==> src/rtl/fetch_pc_gen_pkg.sv <==
// Shared types and constants for the fetch-stage PC generator.
package fetch_pc_gen_pkg;

  localparam int ADDR_W = 64;

  typedef logic [ADDR_W-1:0] addr_t;

  localparam addr_t PC_RESET = 64'h8000_0000;

  typedef enum logic [1:0] {
    S_REQ,
    S_WAIT,
    S_HOLD
  } fetch_state_e;

endpackage

==> src/rtl/fetch_pc_gen_pc_redirect_arb.sv <==
// Fixed-priority redirect select: the lowest-index valid channel supplies the target.
module pc_redirect_arb #(
  parameter int NREDIR = 3,
  parameter int XLEN   = 64
) (
  input  logic [NREDIR-1:0]      valid,
  input  logic [NREDIR*XLEN-1:0] targets,
  output logic                   hit,
  output logic [XLEN-1:0]        target
);

  // Walk from lowest to highest priority so the final write is the winner.
  always_comb begin
    target = '0;
    for (int i = NREDIR - 1; i >= 0; i--) begin
      if (valid[i]) begin
        target = targets[i*XLEN +: XLEN];
      end
    end
  end

  assign hit = |valid;

endmodule

==> src/rtl/fetch_pc_gen.sv <==
// Fetch PC sequencer: one outstanding imem request, prioritised redirects with kill.
// Build option FETCH_MISALIGN_EN: misaligned redirect targets raise a fetch fault.
module fetch_pc_gen
  import fetch_pc_gen_pkg::*;
#(
  parameter int              XLEN       = ADDR_W,
  parameter logic [XLEN-1:0] RESET_VEC  = PC_RESET,
  parameter int              ILEN_BYTES = 4,
  parameter int              NREDIR     = 3
) (
  input  logic                   clk,
  input  logic                   reset,
  input  logic [NREDIR-1:0]      redir_valid,
  input  logic [NREDIR*XLEN-1:0] redir_target,
  output logic                   req_valid,
  output logic [XLEN-1:0]        req_addr,
  input  logic                   req_ready,
  input  logic                   resp_valid,
  input  logic [31:0]            resp_data,
  output logic                   out_valid,
  input  logic                   out_ready,
  output logic [XLEN-1:0]        out_pc,
  output logic [31:0]            out_instr,
  output logic                   out_fault
);

  localparam logic [XLEN-1:0] LOW_MASK = XLEN'(ILEN_BYTES - 1);
  localparam logic [XLEN-1:0] PC_INC   = XLEN'(ILEN_BYTES);

  fetch_state_e    state_reg, state_next;
  logic [XLEN-1:0] pc_reg, pc_next;
  logic            kill_reg, kill_next;
  logic [XLEN-1:0] out_pc_reg, out_pc_next;
  logic [31:0]     out_instr_reg, out_instr_next;
  logic            out_fault_reg, out_fault_next;

  logic            redir_hit;
  logic [XLEN-1:0] redir_sel;
  logic [XLEN-1:0] redir_pc;
  logic            redir_misalign;
  logic            fire;

  pc_redirect_arb #(
    .NREDIR (NREDIR),
    .XLEN   (XLEN)
  ) u_arb (
    .valid   (redir_valid),
    .targets (redir_target),
    .hit     (redir_hit),
    .target  (redir_sel)
  );

`ifdef FETCH_MISALIGN_EN
  assign redir_misalign = redir_hit && (|(redir_sel & LOW_MASK));
  assign redir_pc       = redir_sel;
  assign out_fault      = !reset && out_fault_reg;
`else
  assign redir_misalign = 1'b0;
  assign redir_pc       = redir_sel & ~LOW_MASK;
  assign out_fault      = 1'b0;
`endif

  // A killed fetch still owes one response, so no new request until it drains.
  assign req_valid = !reset && (state_reg == S_REQ) && !kill_reg;
  assign req_addr  = pc_reg;
  assign fire      = req_valid && req_ready;
  assign out_valid = !reset && (state_reg == S_HOLD);
  assign out_pc    = reset ? '0 : out_pc_reg;
  assign out_instr = reset ? '0 : out_instr_reg;

  always_comb begin
    state_next     = state_reg;
    pc_next        = pc_reg;
    kill_next      = kill_reg && !resp_valid;
    out_pc_next    = out_pc_reg;
    out_instr_next = out_instr_reg;
    out_fault_next = out_fault_reg;

    case (state_reg)
      S_REQ: begin
        if (fire) begin
          state_next = S_WAIT;
        end
        if (redir_hit) begin
          pc_next = redir_pc;
          if (fire) begin
            kill_next = 1'b1;
          end
        end
      end
      S_WAIT: begin
        if (redir_hit) begin
          pc_next = redir_pc;
          if (resp_valid) begin
            state_next = S_REQ;
          end else begin
            kill_next = 1'b1;
          end
        end else if (resp_valid) begin
          if (kill_reg) begin
            state_next = S_REQ;
          end else begin
            state_next     = S_HOLD;
            out_pc_next    = pc_reg;
            out_instr_next = resp_data;
            out_fault_next = 1'b0;
          end
        end
      end
      S_HOLD: begin
        if (redir_hit) begin
          pc_next    = redir_pc;
          state_next = S_REQ;
        end else if (out_ready && !out_fault_reg) begin
          pc_next    = pc_reg + PC_INC;
          state_next = S_REQ;
        end
      end
      default: begin
        state_next = S_REQ;
      end
    endcase

    // A faulting target parks the sequencer until the next redirect.
    if (redir_misalign) begin
      state_next     = S_HOLD;
      out_pc_next    = redir_pc;
      out_instr_next = '0;
      out_fault_next = 1'b1;
    end
  end

  always_ff @(posedge clk) begin
    if (reset) begin
      state_reg     <= S_REQ;
      pc_reg        <= RESET_VEC;
      kill_reg      <= 1'b0;
      out_pc_reg    <= '0;
      out_instr_reg <= '0;
      out_fault_reg <= 1'b0;
    end else begin
      state_reg     <= state_next;
      pc_reg        <= pc_next;
      kill_reg      <= kill_next;
      out_pc_reg    <= out_pc_next;
      out_instr_reg <= out_instr_next;
      out_fault_reg <= out_fault_next;
    end
  end

endmodule
==> config.mk <==
export PLATFORM = sky130hd
export DESIGN_NAME = fetch_pc_gen
export DESIGN_NICKNAME = d
export VERILOG_FILES = /design/src/rtl/fetch_pc_gen_pkg.sv /design/src/rtl/fetch_pc_gen_pc_redirect_arb.sv /design/src/rtl/fetch_pc_gen.sv
export SDC_FILE = /design/constraint.sdc
export NUM_CORES = 1
export LEC_CHECK = 0
export BUFFER_PORTS_ARGS = -buffer_cell sky130_fd_sc_hd__buf_2
export CAP_MARGIN = 0
export CORE_AREA = 4 4 151 153
export DETAILED_ROUTE_END_ITERATION = 10
export DIE_AREA = 0 0 155 157
export PLACE_DENSITY = 0.79
export SLEW_MARGIN = 20
export SYNTH_ARGS = -nofsm -noshare
export SYNTH_HDL_FRONTEND = slang
export SYNTH_SLANG_ARGS = --single-unit
==> constraint.sdc <==
create_clock -name clk -period 2.8 [get_ports clk]
set_clock_uncertainty 0.1 [all_clocks]
set_input_delay 0.28 -clock clk [delete_from_list [all_inputs] [get_ports clk]]
set_output_delay 0.28 -clock clk [all_outputs]
set_load 0.005 [all_outputs]
==> results.toml, run 1 <==
[placement]
port_buffers = 383
routabilityCongestion = 0.9312
pre_cts_ws_ps = 76.20
dp.final_hpwl_um = 25820
post_dp_cell_area_um2 = 11500

[clock_tree]
numCtsBuffers = 17
cts_tree = "built"
clockBufferDepth = 2
htree_levels = 4
tritoncts_num_sinks = 159
clock_root_buffer_master = "clkbuf_16"
insertion_delay_ps = 430
worst_setup_hold_path_clk_slew_ps = 70

[min_path]
hold_path_class = "in -> reg"

[global_route]
antenna_found_initial = 1
grt_util_all_layers = 0.2751
first_pass_grt_wire_length_um = 53800
grt_pass1_vias = 10080
grt.overflow.total = 0
grt_start_max_net_pins = 95

[timing]
clock.fmax_mhz = 370.3
period_share = 0.9644
setup_violations = 0
finalCriticalPeriod_ps = 2700
finalHoldViolations = 0
timing.final.ws_setup_ps = 99.64
setup_repair_after_global_routing_missed_its_margin = "true"
timing.final.max_slew_violations = 0
timing_worst_slew_pin_value_ps = 1022
maxSlewHeadroom = 0.3185

[synthesis]
cells_after_synthesis = 1307
synth-warning-count = 0
avgSynthCellArea_um2 = 7.015
netlist_area_um2 = 9169
netlist-cell-type-count = 66
sequential_share_of_the_synthesized_area = 0.3472
synth-main-ff-cell = "dfxtp_1"
synth_enable_flop_cells = 0
async_flop_share = 0
synth_seq_cells = 159

[drt]
drt-initial-drc-count = 1052
totalWireLength_um = 35880
drc_errors = 0
routed_via_density = 5.666
number_of_detailed_routing_iterations_run_before_antenna_repair = 5
route.detailed.wl_per_inst_um = 18.21
drt.antenna.violating_nets = 0
vias = 11160

[setup_path]
critPathLaunchType = "flip-flop"
critical_path.max_fanout = 5
timing.critical_path.slowest_stage_cell = "or4_1"
criticalPathCategory = "reg -> reg"
rrSetupSlack_ps = 100
worst-endpoint-required_ps = 3050
worstPathArrival_ps = 2950
cp-end-kind = "flip-flop"
crit_chain = "ha_1 > nand4_1 > nor4_2 > nand3_1 > or4_1 > o32a_1 > o22ai_1"
cp_max_stage_delay_ps = 580

[job]
max_cap_viol_count = 0

[final_layout]
final_cell_area_um2 = 12400
layout.nets = 1910
multi_input_area_um2 = 5517
drive_above_1_share = 0.2899
num-fill-cells = 2023
n_antenna_cell = 0
final-seq-area_um2 = 3183
layout-area-overhead-vs-synth_pct = 35.22

[die]
die_h_um = 157
fp.dieArea_um2 = 24340
die_x_um = 155
initial_util = 0.4254
row_count = 54
std_cell_core_area_um2 = 21550
pin_count = 395

[status]
run_status = "finished, final reports clean"

[power]
p_total_w = 0.005613
power_density_nw_per_um2 = 452.7
power.leakage_nw = 5.198
ir_worst_vdd_uv = 386.1
final timing paths:
kind | end | cells past startpoint | from
max | req_addr[52] | 7 | req_addr[3]
max reg2reg | req_addr[52] | 7 | req_addr[3]
min reg2reg | out_pc_reg[35] | 2 | out_pc_reg[35]
min | out_instr_reg[23] | 3 | resp_data[23]
layer usage:
metal  part of all wire  global-route usage
met4              0.034              0.1110
met5            0.00033                   0
met3              0.081             0.05692
met2               0.49              0.4767
met1               0.40              0.3344
worst max-delay path, delay by kind of cell, from the launching register on:
family	cells	cell delay, ps
flops	1	340
fa+ha+maj	1	230
compound gates	2	420
simple gates	4	1540
area by class of cell:
cell class,count,area share
Tap cell,280,0.02826
Multi-Input combinational cell,1022,0.4450
Sequential cell,159,0.2567
Clock inverter,14,0.01181
Timing Repair Buffer,468,0.2201
Clock buffer,18,0.03542
Inverter,9,0.002725
repair_timing:
action / CTS / global route
hold buffers: 30 / 0
endpoints found under the setup margin: 0 / 3
hold endpoints to repair: 30 / 0
setup buffers: 0 / 1
resized for setup: 0 / 1
Yosys cell counts, types with 3 or more instances:
cell      instances  share of area
nor4_1           20          0.014
and4_1            4         0.0038
buf_4             5         0.0041
or4_1             8         0.0066
a21oi_1         162          0.088
a221oi_1         16          0.015
nand3_1          32          0.017
buf_2             8         0.0044
nor3_1           46          0.025
nor2b_1         111          0.076
o221ai_1          4         0.0038
buf_1             4         0.0016
a31oi_1          11         0.0075
o21a_1            3         0.0025
nand2_1         281           0.12
a22o_1            3         0.0029
o31ai_1           5         0.0041
mux2i_1           8         0.0087
or3_1             6         0.0041
o211ai_1          5         0.0041
and3_1           11         0.0075
a22oi_1          54          0.044
a32o_1            4         0.0044
clkbuf_1        103          0.042
o22ai_1          11         0.0075
a211o_1           3         0.0029
dfxtp_1         159           0.35
inv_1             9         0.0037
and2_1            4         0.0027
o21ai_0          89          0.049
nand2b_1          5         0.0034
nor2_1           52          0.021
nand4_1          21          0.014
power by group:
part           leakage [nW]  internal, W  total (W)  switching (W)
Clock                 0.279      0.00128    0.00234        0.00106
Combinational          3.62     0.000383   0.000837       0.000454
Sequential             1.30      0.00233    0.00244       0.000103
Total                  5.20      0.00400    0.00561        0.00162
kinds of logic (layout without fill, tap and decap cells):
group,after synthesis,after routing,share of synthesized area
compound gates,389,389,0.2549
fa+ha+maj,1,1,0.001364
buf+inv,130,509,0.05649
flops,159,159,0.3472
mux,8,8,0.008734
other cells,1,5,0.0004090
simple gates,619,619,0.3309
through the flow:
stage	std cells	TNS, ps	hold slack [ps]	utilization
2_1_floorplan	1311	0	316.0	-
3_3_place_gp	1907	0	337.1	0.5336
3_5_place_dp	1907	0	341.7	0.5336
4_1_cts	1969	0	1.881	0.5747
5_1_grt	1970	-7.069	5.651	0.5752
6_report	1970	0	16.78	0.5752
cell usage in the layout (no fill, tap or decap), types with 3 or more instances in the layout:
cell type	synthesis	final
inv_6	0	6
a211o_1	3	3
buf_2	8	381
nor2b_1	111	109
o21ai_0	89	89
mux2i_1	8	8
o211ai_1	5	5
buf_12	0	7
nand2b_1	5	4
nand4_1	21	21
a31oi_1	11	11
inv_1	9	9
a22oi_1	54	53
and2_1	4	3
dfxtp_1	159	159
or4_1	8	8
nor2_1	52	52
o21a_1	3	3
nand3_1	32	31
nor3_1	46	46
nor4_1	20	20
a21oi_1	162	162
clkbuf_16	0	17
o31ai_1	5	5
o221ai_1	4	4
clkinvlp_4	0	3
o22ai_1	11	11
a221oi_1	16	16
a32o_1	4	4
buf_4	5	49
or3_1	6	6
conb_1	1	5
dlygate4sd3_1	0	30
and3_1	11	11
nand2_1	281	280
and4_1	4	4
No activity file was read; power rests on OpenSTA's default activity.
==> inputs of run 2 (changes only) <==
Settings changed: BUFFER_PORTS_ARGS -buffer_cell sky130_fd_sc_hd__buf_2 to default, DONT_BUFFER_PORTS from default to 1, PLACE_DENSITY 0.79 to 0.63.
==> run 2 against run 1 <==
Hold slack got worse by 3.9 ps. Sequential cell count unchanged. Routed wire length decreased by 1.6%. Final cell count decreased by 18%. Non-clock buffer count decreased by 351. Power decreased by 6.2%. Worst setup slack improved by 64 ps.
==> results.toml, run 2 (synthesis results as in run 1) <==
[status]
run_status = "finished, final reports clean"

[timing]
finalHoldViolations = 0
setup_violations = 0
period_share = 0.9417
maxSlewHeadroom = 0.4984
timing.hold.ws_ps = 12.93
finalCriticalPeriod_ps = 2637
timing.final.ws_setup_ps = 163.2
setup_repair_after_global_routing_missed_its_margin = "false"
clock.fmax_mhz = 379.2
timing_worst_slew_pin_value_ps = 752.4
fin_tns_setup_ps = 0
timing.final.max_slew_violations = 0

[clock_tree]
clockBufferDepth = 2
insertion_delay_ps = 440
worst_setup_hold_path_clk_slew_ps = 70
clock_root_buffer_master = "clkbuf_16"
tritoncts_num_sinks = 159
cts_tree = "built"
numCtsBuffers = 17
htree_levels = 4

[min_path]
hold-path-endpoint = "req_addr[19]"
whs_path_depth = 3
hold_path_class = "in -> reg"
hp-start = "redir_target[19]"

[global_route]
grt_start_max_net_pins = 133
antenna_found_initial = 1
grt_util_all_layers = 0.2724
grt_pass1_vias = 8941
grt.overflow.total = 0
first_pass_grt_wire_length_um = 52230

[die]
die_h_um = 157
initial_util = 0.4254
std_cell_core_area_um2 = 21550
pin_count = 395
row_count = 54
die_x_um = 155
fp.dieArea_um2 = 24340

[setup_path]
worst-endpoint-required_ps = 3050
worstPathArrival_ps = 2880
path_buf_inv = 1
critPathLaunchType = "flip-flop"
cp-end-kind = "flip-flop"
reg2reg_depth = 7
worst_path_dominant_cell_family = "simple AND/OR/NAND/NOR gates"
critical_path.max_fanout = 7
cp_max_stage_delay_ps = 640
critical-path-top-cell-by-count = "or4_1"
criticalPathCategory = "reg -> reg"
timing.critical_path.slowest_stage_cell = "or4_1"
rrSetupSlack_ps = 160
crit_chain = "nand3_1 > or4_1 > nor4_4 > buf_4 > nand3_2 > or4_1 > a31oi_1"
timing.rr.end = "req_addr[59]"
crit-reg2reg-launch = "req_addr[14]"

[power]
p_total_w = 0.005264
seq_power_share = 0.464
power_density_nw_per_um2 = 493.9
power.share.clock = 0.426
power.leakage_nw = 3.614
switching_share = 0.2890
sw_pwr_w = 0.001521
ir_worst_vdd_uv = 335.3
internal_pwr_total_w = 0.003743
share_comb_of_total_power = 0.110

[job]
max_cap_viol_count = 0

[drt]
vias = 9831
number_of_detailed_routing_iterations_run_before_antenna_repair = 5
route.detailed.wl_per_inst_um = 21.80
drt.antenna.violating_nets = 0
drt-initial-drc-count = 828
drc_errors = 0
totalWireLength_um = 35300
routed_via_density = 6.072

[final_layout]
most-common-layout-cells = "280 x nand2_1, 162 x a21oi_1, 159 x dfxtp_1"
num-fill-cells = 2128
layout-area-overhead-vs-synth_pct = 16.24
n_antenna_cell = 0
layout.nets = 1559
drive_above_1_share = 0.09335
layout.cells.most_common = "nand2_1"

[placement]
dp.final_hpwl_um = 24890
pre_cts_ws_ps = 229.8
routabilityCongestion = 0.9080
port_buffers = 0
-- run 2: power by group through the flow --
stage	registers, W	logic (W)	clock network [W]
4_1_cts	0.00244	0.000579	0.00229
2_1_floorplan	0.00247	0.000379	0
6_report	0.00244	0.000578	0.00224
3_5_place_dp	0.00249	0.000502	0
3_3_place_gp	0.00249	0.000495	0
5_1_grt	0.00245	0.000632	0.00238
-- run 2: routing by layer --
layer	wire, µm	global-route usage	vias up
met3	2763	0.04674	48
met2	17490	0.4759	485
li1	-	-	4671
met5	0	0	-
met4	716	0.08116	0
met1	14330	0.3453	4627
-- run 2: worst register-to-register path, delay by kind of cell, from the launching register on --
kind,cells,cell delay [ps]
simple gates,5,1590
flops,1,500
buf+inv,1,200
compound gates,1,160
-- run 2: worst max-delay path by stage --
stage	startpoint	end	slack, ps	depth (start not counted)
2_1_floorplan	req_addr[2]	req_addr[44]	260	7
3_3_place_gp	req_addr[2]	req_addr[52]	230	8
3_5_place_dp	req_addr[3]	req_addr[52]	230	8
4_1_cts	req_addr[3]	req_addr[52]	200	8
5_1_grt	req_addr[3]	req_addr[60]	40	10
6_report	req_addr[14]	req_addr[59]	160	7
-- run 2: layout make-up --
| cell class | instances | area, µm² | area share |
|---|---|---|---|
| timing repair buffer | 117 | 1028 | 0.09650 |
| inverter | 9 | 33.78 | 0.003170 |
| sequential | 159 | 3183 | 0.2987 |
| clock buffer | 18 | 429.2 | 0.04027 |
| multi-input combinational | 1022 | 5512 | 0.5171 |
| clock inverter | 14 | 121.4 | 0.01139 |
| tap | 280 | 350.3 | 0.03287 |
-- run 2: repair_timing --
item,in CTS,in global routing
resized for setup,0,0
endpoints found under the setup margin,0,2
buffers inserted,0,6
hold endpoints to repair,141,0
hold buffers,43,0
-- run 2: through the flow --
| step | instance area, µm² | utilization | cells |
|---|---|---|---|
| finish | 10660 | 0.4945 | 1619 |
| global route | 10660 | 0.4945 | 1619 |
| CTS | 10610 | 0.4924 | 1613 |
| detailed placement | 9614 | 0.4461 | 1538 |
| global placement | 9614 | 0.4461 | 1538 |
| floorplan | 9184 | - | 1311 |
==> inputs of run 3 (changes only) <==
Settings changed: CORE_AREA 4 4 151 153 to default, CORE_MARGIN from default to 4, CORE_UTILIZATION from default to 46, DIE_AREA 0 0 155 157 to default, PLACE_DENSITY 0.63 to 0.67, SYNTH_HIERARCHICAL from default to 1.
==> run 3 against run 2 <==
Count of clock-buffer cells in the layout rose by 2. Non-clock buffer count fell by 5. Synthesized cell count rose by 9.3%. Routed wire length rose by 3.3%. First-iteration DRC count rose by 35%. Via count rose by 7.3%. Combinational power rose by 23%. Hold slack improved by 8.1 ps. Register-to-register slack barely moved. Global-route usage rose by 1.0 points. Fmax fell by 0.46%.
==> results.toml, run 3 <==
[power]
power_density_nw_per_um2 = 482.8
p_total_w = 0.005509
ir_worst_vdd_uv = 367.4
power.leakage_nw = 3.989

[die]
die_h_um = 156
initial_util = 0.4733
die_x_um = 156
std_cell_core_area_um2 = 21290
fp.dieArea_um2 = 24340
row_count = 53
pin_count = 395

[final_layout]
layout.cells.most_common = "a21oi_1"
drive_above_1_share = 0.08299
n_antenna_cell = 0
num-fill-cells = 2126
layout-area-overhead-vs-synth_pct = 13.25
layout.nets = 1666
most-common-layout-cells = "271 x a21oi_1, 269 x nand2_1, 164 x nor2b_1"
final_cells = 1721

[clock_tree]
tritoncts_num_sinks = 159
numCtsBuffers = 17
cts_tree = "built"
cts.repair_timing.setup_buffer_count = 0
htree_levels = 4
clockBufferDepth = 2
clock_root_buffer_master = "clkbuf_16"
worst_setup_hold_path_clk_slew_ps = 70
insertion_delay_ps = 430

[drt]
drc_errors = 0
route.detailed.wl_per_inst_um = 21.19
vias = 10550
routed_via_density = 6.128
drt-initial-drc-count = 1115
totalWireLength_um = 36470
drt.antenna.violating_nets = 0
number_of_detailed_routing_iterations_run_before_antenna_repair = 7

[setup_path]
cp-end-kind = "flip-flop"
rrSetupSlack_ps = 150
crit-reg2reg-launch = "req_addr[2]"
reg2reg_depth = 7
worst-endpoint-required_ps = 3050
worstPathArrival_ps = 2900
critPathLaunchType = "flip-flop"
timing.rr.end = "req_addr[56]"
criticalPathCategory = "reg -> reg"
critical_path.max_fanout = 6

[timing]
finalHoldViolations = 0
setup_repair_after_global_routing_missed_its_margin = "false"
fin_tns_setup_ps = 0
timing.final.max_slew_violations = 0
timing_worst_slew_pin_value_ps = 1061
timing.hold.ws_ps = 20.98
clock.fmax_mhz = 377.5
finalCriticalPeriod_ps = 2649
setup_violations = 0
period_share = 0.9461
maxSlewHeadroom = 0.2898

[global_route]
grt.overflow.total = 0
grt_util_all_layers = 0.2826
grt_start_max_net_pins = 132
first_pass_grt_wire_length_um = 54920
grt_pass1_vias = 9891
antenna_found_initial = 0

[synthesis]
synth-warning-count = 6
avgSynthCellArea_um2 = 7.051
netlist_area_um2 = 10080
cells_after_synthesis = 1429

[min_path]
hold-path-endpoint = "req_addr[23]"
hp-start = "out_ready"
hold_path_class = "in -> reg"
whs_path_depth = 2

[status]
run_status = "finished, final reports clean"

[placement]
dp.final_hpwl_um = 25030
post-place-cells = 1640
port_buffers = 0
routabilityCongestion = 0.9019

[job]
max_cap_viol_count = 0
## run 3: cell types whose count changed in the layout (fill, tap and decap cells not counted), sizes merged, moves of 13 or more
cell,before,now
nand3,33,46
a221oi,16,1
nand3b,2,64
a21oi,162,272
o21ai,90,43
a22oi,54,14
nor3,46,17
nor2b,111,164
## run 3: stage by stage
| stage | util | cell area [µm²] | setup WS [ps] |
|---|---|---|---|
| after floorplan | - | 10090 | 254.8 |
| after detailed placement | 0.4844 | 10310 | 234.9 |
| final | 0.5361 | 11410 | 151.1 |
| after global routing | 0.5361 | 11410 | 21.77 |
| after CTS | 0.5361 | 11410 | 217.5 |
| after global placement | 0.4844 | 10310 | 306.2 |
## run 3: worst max path at each step
stage	cells after the start	slack, ps	to	from
floorplan	7	250	req_addr[56]	req_addr[2]
global placement	6	310	req_addr[57]	req_addr[30]
detailed placement	7	230	req_addr[56]	req_addr[2]
CTS	7	220	req_addr[56]	req_addr[2]
global route	6	20	req_addr[56]	req_addr[14]
finish	7	150	req_addr[56]	req_addr[2]
## run 3: cell type report
type / count / area [µm²] / area share
clock buffers: 20 / 456.7 / 0.04002
clock inverters: 12 / 135.1 / 0.01184
inverters: 6 / 22.52 / 0.001974
multi-input cells: 1137 / 6226 / 0.5456
flip-flops and latches: 159 / 3183 / 0.2789
well taps: 275 / 344.1 / 0.03015
repair buffers: 112 / 1044 / 0.09145
## run 3: power by group
group	switching, W	internal [W]
Combinational	0.000402	0.000311
Clock	0.000978	0.00137
Sequential	0.000108	0.00234
## run 3: repair_timing
action,CTS,global route
hold endpoints to repair,145,0
hold buffers,49,0
resized for setup,0,0
## run 3: metal layers
metal  wire, µm  global-route usage
met2      17220              0.4595
met5          0                   0
met1      14080              0.3446
met3       3522             0.08294
met4       1649              0.1313
## run 3: worst max-delay path: stages (launching register included)
cell and delay (ps):
dfxtp_1 340, ha_1 170, nand4_1 190, or2_1 380, nor4_2 380, nand4_1 300
or4b_1 540, a31oi_1 180
